===== src/rtl/ram_pkg.sv =====
// Shared constants and types for the memories exercise (ROM, sync RAM, async RAM).
package ram_pkg;

    localparam int RAM_ADDR_W = 8;
    localparam int RAM_DATA_W = 8;
    localparam int RAM_DEPTH  = 2 ** RAM_ADDR_W;

    typedef logic [RAM_ADDR_W-1:0] ram_addr_t;
    typedef logic [RAM_DATA_W-1:0] ram_word_t;

endpackage


===== src/rtl/ram_word.sv =====
// One storage word: a DATA_W register with asynchronous clear and a write enable.
module ram_word #(
    parameter int DATA_W = 8
) (
    input  logic              clk,
    input  logic              rst_n,
    input  logic              we,
    input  logic [DATA_W-1:0] d,
    output logic [DATA_W-1:0] q
);

    // Clear takes priority, so an edge that lands while rst_n is low never writes.
    always_ff @(posedge clk or negedge rst_n) begin
        if (!rst_n) begin
            q <= '0;
        end else if (we) begin
            q <= d;
        end
    end

endmodule


===== src/rtl/ram_async.sv =====
// 256x8 single-port RAM: clocked write, combinational read, async active-low clear.
module ram_async
    import ram_pkg::*;
#(
    parameter int ADDR_W = RAM_ADDR_W,
    parameter int DATA_W = RAM_DATA_W,
    parameter int DEPTH  = 2 ** ADDR_W
) (
    input  logic              clk,
    input  logic              rst_n,
    input  logic [ADDR_W-1:0] direccion,
    input  logic [DATA_W-1:0] Dato_E,
    input  logic              EN,
    output logic [DATA_W-1:0] dato_s
);

    logic [DATA_W-1:0] words [DEPTH];

    // One register per address; only the addressed word sees its write enable.
    for (genvar i = 0; i < DEPTH; i++) begin : g_word
        ram_word #(
            .DATA_W (DATA_W)
        ) u_word (
            .clk   (clk),
            .rst_n (rst_n),
            .we    (EN && (direccion == ADDR_W'(i))),
            .d     (Dato_E),
            .q     (words[i])
        );
    end

    // DEPTH covers the whole address space, so every index selects a real word.
    assign dato_s = words[direccion];

endmodule


===== config.mk =====
export PLATFORM = sky130hd
export DESIGN_NAME = ram_async
export DESIGN_NICKNAME = d
export VERILOG_FILES = /design/src/rtl/ram_pkg.sv /design/src/rtl/ram_word.sv /design/src/rtl/ram_async.sv
export SDC_FILE = /design/constraint.sdc
export NUM_CORES = 2
export LEC_CHECK = 0
export ABC_AREA = 1
export BUFFER_PORTS_ARGS = -buffer_cell sky130_fd_sc_hd__clkbuf_2
export CAP_MARGIN = 25
export CELL_PAD_IN_SITES_DETAIL_PLACEMENT = 0
export CELL_PAD_IN_SITES_GLOBAL_PLACEMENT = 2
export CORE_ASPECT_RATIO = 0.8
export CORE_MARGIN = 2
export CORE_UTILIZATION = 37
export DETAILED_ROUTE_END_ITERATION = 8
export PLACE_DENSITY_LB_ADDON = 0.12
export SKIP_LAST_GASP = 1
export SYNTH_ARGS = -nofsm -noshare
export SYNTH_HDL_FRONTEND = slang
export SYNTH_HIERARCHICAL = 1
export SYNTH_SLANG_ARGS = --single-unit

===== constraint.sdc =====
create_clock -name clk -period 3.1 [get_ports clk]
set_clock_uncertainty 0.15 [all_clocks]
set_input_delay 0.62 -clock clk [delete_from_list [all_inputs] [get_ports clk]]
set_output_delay 0.62 -clock clk [all_outputs]
set_load 0.005 [all_outputs]

## Word level (Yosys, flattened, before mapping)

Index checks and enable logic that the tools add are counted.

- Output and inout bits: 8
- Input port bits: 19
- Word-level logic and storage cells: 773
- Bits in registers: 2048

- Reduce and logical (&&, ||, !) cells: 257
- Eq/ne operators: 255
- Order comparisons: 1
- Bitwise gates (word level): 1
- Muxes and demuxes: 3

Operators with widths:

| cell | number |
|---|---|
| $eq 8x8->1 const B | 128 |
| $eq 8x7->1 const B | 64 |
| $eq 8x6->1 const B | 32 |
| $logic_and 1x1->1 | 256 |
| $eq 8x5->1 const B | 16 |
| $bmux 8 s8 | 1 |
| $eq 8x4->1 const B | 8 |
| $eq 8x3->1 const B | 4 |
| $eq 8x2->1 const B | 2 |
| $mux 8 | 2 |
| $ge 9x9->1 const B | 1 |
| $not 8->9 | 1 |
| $eq 8x1->1 const B | 1 |
| $logic_not 8->1 | 1 |

## Logic depth before layout (Yosys ltp)

- Word-level depth: 4
- Depth in mapped cells: 15
- Mapped depth without buffers: 13

## Cells and area by module

Netlist, hierarchy kept.

Modules (own cells, without submodules):

| module | sequential area each (sq um) | area an instance (sq um) | times used | cells each |
|---|---|---|---|---|
| ram_word | 200.2 | 305.3 | 256 | 34 |
| ram_async | 0.0 | 23204.8 | 1 | 5965 |

## Worst setup path before layout

No wires, ideal clock.

- Kind: input -> output
- From: input port direccion[1]
- To: output port dato_s[6]
- Stages: 15
- Arrival time: 1.887 ns
- Buffers on the path: 3
- Required time: 2.330 ns
- Setup slack: 0.443 ns
- Cells stage by stage: buf_4 -> inv_4 -> nor2_8 -> buf_2 -> buf_2 -> nand2_1 -> nand3_1 -> nand2_1 -> nand2_1 -> o21ai_0 -> nand2_1 -> nor2_1 -> nor2_1 -> nor2_1 -> nand2_1

- Longest elaborated chain between the ends: 4

RTL lines:

| element | RTL line | RTL |
|---|---|---|
| start: declaration | ram_async.sv:11 | `input logic [ADDR_W-1:0] direccion,` |
| $not 8->9 (not written as such) | ram_async.sv:33 | `assign dato_s = words[direccion];` |
| $bmux 8 s8 | ram_async.sv:33 |  |
| $mux 8 (not written as such) (2 in series) | ram_async.sv:33 |  |
| end: declaration | ram_async.sv:14 | `output logic [DATA_W-1:0] dato_s` |

No other way between the ends. The select of a mux whose other input is x is not followed.

## Worst setup path after layout

- From: input port direccion[0]
- To: output port dato_s[0]

Same word-level chain as after synthesis.

==> qor.txt <==
status -> complete, but fails checks
failing checks -> negative setup slack
Synth top area share -> 0.506
startpoint types -> input port
Worst EP arrival -> 2.95 ns
Critical Path Most Common Cell -> nand2_1
worst setup path category -> input port to primary output
min Tclk post-route -> 3.72 ns
fmax -> 269 MHz
placed cell area -> 0.110 sq mm
CTS clk-pin slew, worst paths -> 0.06 ns
largest area contributor in the netlist -> dfrtp_1
Clk Tree Root Cell -> clkbuf_16
R2R Path End -> g_word[71].u_word/q[4]
slew margin rel. -> 0.312
r2r startpoint -> g_word[71].u_word/q[4]
syn avg cell area -> 6.91 sq um
crit path max fanout -> 76
GRT overflow -> 0
DR vias -> 93100
Cell variety after synth -> 18
gpl congestion -> 0.879
Max-Cap Viols -> 0
top-count cell post-synth -> nand2_1
register area share after synthesis -> 0.506
Site Rows -> 171
required time worst endpoint -> 2.33 ns
gr usage total -> 0.280
vias in the first global route -> 90800
worst hold slack -> 0.0603 ns
Sink Count -> 2048
H-tree lvl count -> 4
Core Region -> 0.272 sq mm
slowest stage delay, CP -> 0.19 ns
setup slack, reg-to-reg -> 2.22 ns
number of flip-flops in the largest register -> 2048
wire per inst -> 20.7 microns
Ys Warns -> 6
Worst path slowest cell -> buf_4
die area -> 0.278 sq mm
final setup fails -> 8
placed insts -> 18500
RSZ-0062 raised after global routing -> yes
starting density of the core -> 0.373
top flop regs -> g_word.u_word/q x2048
worst r2r path cells -> 3
Synth Register Bits -> 2048
Num CTS Buffers -> 237
Pwr Density -> 528 mW/mm^2
# fillers -> 28200
worst min-delay path class -> input port to register
Reg with most FFs -> g_word.u_word/q
final worst path period share -> 1.20
Die W -> 589 microns
Iter 0 DRT Violations -> 8948
static leakage -> 68.9 nW
fraction of layout cells with a size suffix above 1 -> 0.118
ANT nets after route -> 0
final hold viol count -> 0
pin count of the biggest net entering global routing -> 143
multi-input logic area -> 0.0453 sq mm
Worst Setup End Kind -> primary output
HPWL after DPL -> 260000 microns
first-pass GRT wire length -> 590000 microns
Syn Nets -> 14700
WL final -> 394000 microns
CP cell instances -> buf_16, buf_4, buf_16, nand2_4, nand2_1, nand2_1, nand2_1, nand2_1, nand2_2, o21ai_2, buf_6, nand2_1, buf_6, nor2_4, nor2_1, nor2_1, nand2_2, clkbuf_2
clk_lat worst skew -> 0.91 ns
ranking of synthesized cells by area -> dfrtp_1, nand2_1, buf_6, nor2_1, inv_2
CTS tree -> yes
final instance area -> 0.120 sq mm
Post-synth top cells -> nand2_1, dfrtp_1, nor2_1
DRC -> 0
Post-Syn Instances -> 14700
Sequential cell area -> 0.0512 sq mm
Peak supply drop -> 0.455 mV
post-route non-filler standard cell count -> 19000
area delta synth->final -> 18.6%
initial antenna violation count -> 18
Mapped Area -> 0.101 sq mm
Worst Setup SP -> direccion[0]
First-pass DRT Iterations -> 6
fin nets -> 15200
fin worst setup slack -> -0.624 ns
io pins -> 27
Critical Path End -> dato_s[0]
DR vias/cell -> 4.90
Post-synth EDFFs -> 0
Tightest Pin Transition -> 1.03 ns
Slew Limit Fails -> 0
Longest Clk Path Bufs -> 4
Die H -> 472 microns
# port buffers -> 26
Main synth FF type -> dfrtp_1
asr flop ratio synth -> 1.00
## logic make-up (layout without fill, tap and decap cells)
kind of cell | Yosys count | after routing | synth area share
AND/OR/NAND/NOR | 11500 | 11500 | 0.427
flip-flops | 2048 | 2048 | 0.506
buffers and inverters | 965 | 1647 | 0.0578
AO/OA/AOI/OAI | 192 | 192 | 0.00948
other | 0 | 13 | 0
## layout make-up
| type | instances | share of cell area |
|---|---|---|
| antenna | 13 | 0.000271 |
| clock buffer | 366 | 0.0593 |
| clock inverter | 55 | 0.00514 |
| inverter | 292 | 0.00956 |
| multi-input combinational | 11700 | 0.377 |
| sequential | 2048 | 0.426 |
| tap | 3633 | 0.0378 |
| timing repair buffer | 933 | 0.0846 |
| timing repair inverter | 1 | 0.0000729 |
## per-stage QoR
stage	TNS [ns]	setup WS [ns]	utilization	power [mW]
floorplan	0	0.443	-	31.5
global placement	-462.20	-1.45	0.405	34.9
detailed placement	-475.41	-1.38	0.405	35.0
CTS	-4.62	-0.592	0.440	64.0
global route	-5.32	-0.715	0.442	65.9
finish	-4.60	-0.624	0.442	63.4
## worst max-delay path, delay by kind of cell
kind                   cells  cell delay (ns)
AOI/OAI and AO/OA          1             0.19
and+or+nand+nor           11             0.98
buffers and inverters      6             0.91
## power breakdown
part | total (mW) | switching [mW] | internal, mW
clock | 28.6 | 11.8 | 16.7
combinational | 6.09 | 4.22 | 1.87
sequential | 28.8 | 0.751 | 28.0
## placed cells by master, fill, tap and decap left out, drive strengths merged
cell type / n
nand3: 186
nor2: 360
buf: 895
a21oi: 32
o21ai: 160
diode: 13
clkinvlp: 7
nor3: 2
clkinv: 35
inv: 293
dlygate4sd3: 7
clkbuf: 386
nand2: 10900
bufinv: 13
bufbuf: 11
dfrtp: 2048
## worst min-delay path by stage
stage	start	endpoint	slack, ns	cells after the start
after floorplan	rst_n	g_word[0].u_word/q[0]	0.17	0
after global placement	g_word[160].u_word/q[7]	g_word[160].u_word/q[7]	0.30	2
after detailed placement	g_word[160].u_word/q[7]	g_word[160].u_word/q[7]	0.31	2
after CTS	Dato_E[1]	g_word[248].u_word/q[1]	0.002	3
after global routing	Dato_E[1]	g_word[248].u_word/q[1]	0.04	3
final	Dato_E[1]	g_word[229].u_word/q[1]	0.06	3
## layer usage
| metal | wire length [microns] | track usage |
|---|---|---|
| met5 | 289 | 0 |
| met4 | 9350 | 0.0664 |
| met3 | 24100 | 0.0399 |
| met2 | 169000 | 0.420 |
| met1 | 191000 | 0.422 |
## timing repair
action                                  CTS  global route
endpoints found under the setup margin    8             8
cloned                                   18             5
hold buffers                              7             0
pin swaps                                96            48
hold endpoints to repair                614             0
resized for setup                       294           109
setup buffers                            24             8
Power figures use the tool's default switching activity.
